==> src/rtl/fnd_scan_controller.sv <==
// 4-digit FND scan controller: prescaled digit scan, double-buffered value.
// Optional blink via FND_BLINK_EN (frame counter + per-digit mask).
module fnd_scan_controller #(
  parameter int SCAN_DIV     = 100000,
  parameter int BLINK_FRAMES = 125
) (
  input  logic        i_clk,
  input  logic        i_reset,
  input  logic [15:0] i_value,
  input  logic        i_load,
  output logic        o_load_ack,
  input  logic        i_blank_lz,
  input  logic [3:0]  i_dp,
  input  logic [3:0]  i_blink_mask,
  output logic [3:0]  o_com,
  output logic [7:0]  o_seg,
  output logic        o_frame
);

  localparam int PW = (SCAN_DIV > 1) ? $clog2(SCAN_DIV) : 1;

  logic [PW-1:0] presc;
  logic [1:0]    pos;
  logic [15:0]   shadow;
  logic [15:0]   staging;
  logic          pending;
  logic          fb_q;

  logic          tick;
  logic          fb;
  logic          commit;
  logic          blink_off;
  logic          lz;
  logic          blank;
  logic [3:0]    nib;
  logic [6:0]    glyph;
  logic [3:0]    com_nx;
  logic [7:0]    seg_nx;

  assign tick   = (presc == PW'(SCAN_DIV - 1));
  assign fb     = tick && (pos == 2'd3);
  assign commit = fb && (pending || i_load);

`ifdef FND_BLINK_EN
  localparam int FW = (BLINK_FRAMES > 1) ? $clog2(BLINK_FRAMES) : 1;

  logic [FW-1:0] fcnt;
  logic          phase_on;

  always_ff @(posedge i_clk) begin
    if (i_reset) begin
      fcnt     <= '0;
      phase_on <= 1'b1;
    end else if (fb) begin
      if (fcnt == FW'(BLINK_FRAMES - 1)) begin
        fcnt     <= '0;
        phase_on <= ~phase_on;
      end else begin
        fcnt <= fcnt + 1'b1;
      end
    end
  end

  assign blink_off = !phase_on && i_blink_mask[pos];
`else
  localparam int unused_bf = BLINK_FRAMES;
  logic unused_blink;
  assign unused_blink = ^{i_blink_mask, unused_bf[0]};
  assign blink_off    = 1'b0;
`endif

  always_comb begin
    nib = shadow[{pos, 2'b00} +: 4];
    lz  = 1'b0;
    unique case (pos)
      2'd0: lz = 1'b0;
      2'd1: lz = (shadow[15:4] == '0);
      2'd2: lz = (shadow[15:8] == '0);
      2'd3: lz = (shadow[15:12] == '0);
    endcase
    blank = i_blank_lz && lz;
  end

  // {g,f,e,d,c,b,a}, active-low; 6, 7 and 9 carry tails
  always_comb begin
    glyph = 7'h7F;
    case (nib)
      4'h0: glyph = 7'h40;
      4'h1: glyph = 7'h79;
      4'h2: glyph = 7'h24;
      4'h3: glyph = 7'h30;
      4'h4: glyph = 7'h19;
      4'h5: glyph = 7'h12;
      4'h6: glyph = 7'h02;
      4'h7: glyph = 7'h58;
      4'h8: glyph = 7'h00;
      4'h9: glyph = 7'h10;
      4'hA: glyph = 7'h08;
      4'hB: glyph = 7'h03;
      4'hC: glyph = 7'h46;
      4'hD: glyph = 7'h21;
      4'hE: glyph = 7'h06;
      4'hF: glyph = 7'h0E;
      default: glyph = 7'h7F;
    endcase
  end

  always_comb begin
    com_nx = 4'b1111 ^ (4'b0001 << pos);
    if (blink_off) com_nx[pos] = 1'b1;
    seg_nx = {~i_dp[pos], blank ? 7'h7F : glyph};
  end

  always_ff @(posedge i_clk) begin
    if (i_reset) begin
      presc      <= '0;
      pos        <= 2'd0;
      shadow     <= '0;
      staging    <= '0;
      pending    <= 1'b0;
      fb_q       <= 1'b0;
      o_com      <= 4'b1111;
      o_seg      <= 8'hFF;
      o_load_ack <= 1'b0;
      o_frame    <= 1'b0;
    end else begin
      presc <= tick ? '0 : presc + 1'b1;
      if (tick) pos <= pos + 2'd1;
      // a load on the boundary bypasses staging
      if (fb) begin
        if (i_load)       shadow <= i_value;
        else if (pending) shadow <= staging;
        pending <= 1'b0;
      end else if (i_load) begin
        pending <= 1'b1;
      end
      if (i_load) staging <= i_value;
      o_load_ack <= commit;
      fb_q       <= fb;
      o_frame    <= fb_q;
      o_com      <= com_nx;
      o_seg      <= seg_nx;
    end
  end

endmodule
==> config.mk <==
export PLATFORM = sky130hd
export DESIGN_NAME = fnd_scan_controller
export DESIGN_NICKNAME = d
export VERILOG_FILES = /design/src/rtl/fnd_scan_controller.sv
export SDC_FILE = /design/constraint.sdc
export NUM_CORES = 1
export LEC_CHECK = 0
export CORE_AREA = 2 2 79 81
export CTS_BUF_LIST = sky130_fd_sc_hd__clkbuf_8 sky130_fd_sc_hd__clkbuf_16
export DETAILED_ROUTE_END_ITERATION = 8
export DIE_AREA = 0 0 81 83
export HOLD_SLACK_MARGIN = 0.15
export PLACE_DENSITY = 0.86
export RECOVER_POWER = 50
export REMOVE_ABC_BUFFERS = 1
export SLEW_MARGIN = 10
export SYNTH_ARGS = -nofsm -noshare
export SYNTH_HDL_FRONTEND = slang
export SYNTH_SLANG_ARGS = --single-unit
export TNS_END_PERCENT = 1
==> constraint.sdc <==
create_clock -name i_clk -period 2.4 [get_ports i_clk]
set_clock_uncertainty 0.05 [all_clocks]
set_input_delay 0.24 -clock i_clk [delete_from_list [all_inputs] [get_ports i_clk]]
set_output_delay 0.24 -clock i_clk [all_outputs]
set_load 0.05 [all_outputs]
# Word level (Yosys, flattened, before mapping)
# Memories as Yosys holds them, arrays and structs flattened. A register that Yosys moved wholly into a read port is not among the register bits.
# Cells that the tools add are included.
# totals
regBits	60
mem_bits_ro	112
mem_count	1
# mem_list
memory	depth	width	rd	rd_ports_with_merged_regs	wr	line	text
(name not given)	16	7	1	1	0	87	case (nib)
# classes
add_sub_neg	2
n_lt_le_gt_ge	1
n_eq_ne	4
shift	2
muxes	5
n_bitwise	2
reduce_logical	13
# ops
operator	count
$mux W16	2
$add A17 B1 Y17 const B	1
$eq A17 B17 Y1 const B	1
$shiftx A16 B5 Y4	1
$logic_not A12 Y1	1
$logic_not A8 Y1	1
$reduce_or A2 Y1	3
$eq A2 B2 Y1 const B	2
$logic_not A4 Y1	1
$not A4 Y4	1
$pmux W1 S4	1
$shl A1 B2 Y4 const A	1
$logic_and A1 B1 Y1	3
$lt A2 B3 Y1 const B	1
$add A2 B1 Y2 const B	1
$bmux W1 S2	1
$eq A2 B1 Y1 const B	1
$logic_not A2 Y1	1
$reduce_and A2 Y1	1
$reduce_bool A2 Y1	1
$logic_or A1 B1 Y1	1
$mux W1	1
$not A1 Y1	1

# Logic depth before layout (Yosys ltp)
# logic_depth
depth_word	4
depth_mapped	8
ltp_nobuf	7

# Least setup slack after synthesis
# No wires, ideal clock.
# synth_timing
kind	register to register
start	register pos[1]
end	register o_seg[3]
setup_time_ns	0.074
t_arrival_ns	1.811
t_required_ns	2.276
path_slack_ns	0.465
path_stages_with_launch	7
n_path_buf	1
period_less_slack_ns	1.935
path_cell_list	dfxtp_1 buf_2 mux4_2 inv_1 ha_1 o211a_1 o21ai_0
# synth_between
elab_chain_len	4
# synth_lines
item	line	text
start, declared	23	logic [1:0] pos;
start signal, assigned	128	if (tick) pos <= pos + 2'd1;
$eq A2 B2 Y1 (tied with other cells)	75	unique case (pos)
$pmux W1 S4	75	
$logic_and A1 B1 Y1	81	blank = i_blank_lz && lz;
$reduce_or A2 Y1 (no source line)	n/a	
end, declared	16	output logic [7:0] o_seg,
# Several ways; a longest one is shown, not always the timed one.
# A chain may end at the register's enable or synchronous reset.

# Worst setup path after layout
# layout_timing
start	input port i_load
end	register shadow[11]
# layout_between
elab_chain_len	2
# layout_lines
item	line	text
start, declared	10	input logic i_load,
$reduce_bool A2 Y1 (no source line)	n/a	
$reduce_and A2 Y1 (no source line)	n/a	
end signal, assigned	131	if (i_load) shadow <= i_value;
end signal, assigned	132	else if (pending) shadow <= staging;
end, declared	24	logic [15:0] shadow;
# Several ways; a longest one is shown, not always the timed one.

==> flow_metrics.env <==
export IMPL_synthesis_instances=293
export IMPL_syn_mean_instance_area_sq_um=10.45
export IMPL_power_frac_clock_pct=47.2
export IMPL_timing_max_cap_violations=0
export IMPL_detail_route_wirelength_mm=5.943
export IMPL_slew_headroom_pct=18.57
export IMPL_power_report_internal_total_uw=1908
export IMPL_mux_share_of_post_synthesis_cell_area_pct=18.36
export IMPL_setup_worst_path_end_class="register"
export IMPL_fin_hold_ws_ps=390.5
export IMPL_grt_pass1_wl_mm=9.963
export IMPL_seqPwrFrac_pct=46.8
export IMPL_required_time_of_the_worst_setup_path_ps=2590
export IMPL_ctsRootBufferMaster="sky130_fd_sc_hd__clkbuf_8"
export IMPL_detailedRoute_firstIterationViolations=98
export IMPL_combinationalPowerShare_pct=6.1
export IMPL_synth_compound_gate_area_share_pct=4.579
export IMPL_drc=0
export IMPL_gpl_final_weighted_congestion=0.7962
export IMPL_first_global_vias=2157
export IMPL_max_freq_ghz=0.4644
export IMPL_post_route_period_util_pct=89.72
export IMPL_routedWlPerCell_um=14.42
export IMPL_layout_area_seq_sq_um=1341
export IMPL_min_period_ps=2153
export IMPL_post_synth_instance_area_sq_um=3060
export IMPL_grt_max_degree=23
export IMPL_clock_latency_ps=350
export IMPL_worst_pin_slew_ps=1221
export IMPL_detailed_place_hpwl_mm=4.053
export IMPL_multi_input_comb_area_sq_um=1599
export IMPL_io_pins=42
export IMPL_hold_path_class="reg2reg"
export IMPL_cts_path_max_buffers=2
export IMPL_synthSimpleGateAreaFrac_pct=19.83
export IMPL_switching_share_pct=22.38
export IMPL_fp_dieW_um=81
export IMPL_place_ws_ps=393.5
export IMPL_synth_cell_types=45
export IMPL_core_box_area_sq_um=5816
export IMPL_layout_nets=372
export IMPL_critical_path_slowest_cell="sky130_fd_sc_hd__clkbuf_1"
export IMPL_avgViaCountPerCell=5.371
export IMPL_timing_final_setup_violations=0
export IMPL_layout_drive_gt1_share_pct=14.54
export IMPL_cts_setup_buffers=0
export IMPL_rows=28
export IMPL_finalHoldViolations=0
export IMPL_category_of_the_critical_setup_timing_path="in2reg"
export IMPL_global_route_usage_total_pct=19.26
export IMPL_maximum_vdd_ir_drop_mv=0.5018
export IMPL_antenna_diode_count=0
export IMPL_number_of_slew_limit_violations_in_the_final_report=0
export IMPL_postCtsHoldBufs=0
export IMPL_initial_core_util_pct=52.62
export IMPL_drtPass1Iterations=4
export IMPL_worst_path_largest_cell_delay_ps=910
export IMPL_cellPowerDensity_nw_per_um2=660.1
export IMPL_area_share_of_xor_xnor_cells_in_the_synthesized_design_pct=4.579
export IMPL_antenna_found_initial=0
export IMPL_tritoncts="yes"
export IMPL_unrepaired_setup_endpoints_after_global_routing="no"
export IMPL_clk_transition_reported_paths_ps=80
export IMPL_filler_cell_count=451
export IMPL_final_antenna_net_count=0
export IMPL_synth_adder_area_share_pct=4.906
export IMPL_critical_path_peak_fanout=17
export IMPL_postCtsResizedCells=0
export IMPL_synth_seq_cells=67
export IMPL_io_buffers=37
export IMPL_critical_path_arrival_ps=2340
export IMPL_htree_num_levels=3
export IMPL_p_switching_uw=550.1
export IMPL_cts_num_sinks=67
export IMPL_die_area_sq_um=6723
export IMPL_portion_of_the_post_synthesis_area_used_by_sequential_elements_pct=43.83
export IMPL_final_setup_tns_ps=0
export IMPL_setup_ws_ps=246.7
export IMPL_worstPathCellList="clkdlybuf4s50_1 > clkbuf_1 > mux2i_1 > nor2_1 > mux2_4"
export IMPL_run_status="finished clean"
export IMPL_cts_inserted_buffers=9
export IMPL_overflow=0
export IMPL_syn_to_final_growth_pct=21.67
export IMPL_dominant_combinational_cell_family_by_area_after_synthesis="simple AND/OR/NAND/NOR gates"
export IMPL_detailroute_via_count=2213
export IMPL_setup_worst_path_start_class="primary input"
export IMPL_fp_dieH_um=83
export IMPL_power_leakage_uw=0.001485
export IMPL_ys_warnings_count=0
==> power by group through the flow <==
stage	Combinational, uW	Sequential [uW]	Clock (uW)
4_1_cts	155	1150	1180
3_3_place_gp	149	1170	0
5_1_grt	163	1150	1230
2_1_floorplan	45.1	1200	0
6_report	150	1150	1160
3_5_place_dp	153	1180	0
==> placed cells by master, fill, tap and decap left out, drive strengths merged, types with 4 or more instances in the layout <==
cell           count
dlygate4sd3       14
xor2              10
nand2b             7
nand3              9
clkbuf            11
mux2              17
inv                9
dfxtp             67
nor4               4
nand4              5
nor2              39
mux4               5
clkdlybuf4s50     23
nand2             11
mux2i             22
a21oi              5
nor2b             18
nor3               4
ha                12
buf                5
xnor2              6
==> area by class of cell <==
type	instances	share of cell area, %
clock buffers	9	3.327
clock inverters	7	3.327
inverters	7	0.7056
multi-input cells	203	42.94
flip-flops and latches	67	36.02
well taps	75	2.520
repair buffers	44	11.16
==> metrics by stage <==
step / power [uW] / cell area [sq um] / std cells / utilization [%]
2_1_floorplan: 1244 / 2967 / 277 / -
3_3_place_gp: 1323 / 3483 / 396 / 59.90
3_5_place_dp: 1329 / 3483 / 396 / 59.90
4_1_cts: 2482 / 3731 / 412 / 64.16
5_1_grt: 2542 / 3724 / 412 / 64.03
6_report: 2458 / 3724 / 412 / 64.03
==> routing by layer <==
metal | wire length, um | track usage [%] | vias up | part of all wire (%)
met5 | 0 | 0 | - | 0
met4 | 151 | 10.48 | 0 | 2.5
met3 | 239 | 5.543 | 15 | 4.0
met2 | 2876 | 29.68 | 59 | 48
met1 | 2676 | 23.93 | 1043 | 45
li1 | - | - | 1096 | -
==> kinds of logic after synthesis <==
| group | Yosys count |
|---|---|
| simple gates | 110 |
| xor+xnor | 16 |
| compound gates | 21 |
| mux | 44 |
| flops | 67 |
| buf+inv | 23 |
| fa+ha+maj | 12 |
==> worst max-delay path: cells and delay by family <==
kind | cells | cell delay, ps
muxes | 2 | 590
buffers and inverters | 2 | 1410
and+or+nand+nor | 1 | 90
==> synthesized netlist by cell type, drive strengths merged <==
library cell / count / area [sq um]
a211oi: 2 / 15.01
a21o: 1 / 7.510
a21oi: 5 / 25.02
a31oi: 1 / 6.260
and3: 1 / 7.510
and4: 3 / 27.53
and4bb: 2 / 25.02
buf: 8 / 63.81
clkbuf: 8 / 30.03
dfxtp: 67 / 1341
ha: 12 / 150.1
inv: 7 / 26.28
mux2: 17 / 229.0
mux2i: 22 / 220.2
mux4: 5 / 112.6
nand2: 11 / 41.29
nand2b: 7 / 43.79
nand3: 9 / 45.04
nand4: 5 / 46.29
nor2: 39 / 146.4
nor2b: 18 / 112.6
nor3: 4 / 20.02
nor4: 4 / 25.02
nor4b: 2 / 32.53
o211a: 1 / 10.01
o211ai: 2 / 15.01
o21a: 1 / 7.510
o21ai: 3 / 15.01
o221ai: 1 / 8.760
o22ai: 1 / 6.260
o311ai: 1 / 8.760
o31ai: 2 / 15.01
or2: 1 / 6.260
or2b: 1 / 7.510
or3: 2 / 12.51
or4: 1 / 7.510
xnor2: 6 / 52.55
xor2: 10 / 87.58
==> worst paths after layout <==
| check | from | endpoint | slack, ps | depth (start not counted) |
|---|---|---|---|---|
| worst min register to register | fb_q$_SDFF_PP0_ | o_frame$_SDFF_PP0_ | 390 | 1 |
| worst min-delay path | fb_q$_SDFF_PP0_ | o_frame$_SDFF_PP0_ | 390 | 1 |
| worst max register to register | pos[1]$_SDFFE_PP0P_ | o_seg[0]$_SDFF_PP1_ | 310 | 5 |
| worst max-delay path | i_load | shadow[11]$_SDFFE_PP0P_ | 250 | 5 |
==> flip-flops by register name, summed over array words and instances, names as in the netlist <==
signal	cells
shadow	16
o_seg	8
fb_q	1
pos	2
o_load_ack	1
staging	16
o_frame	1
o_com	4
pending	1
presc	17
(Power assumes the default switching activity.)
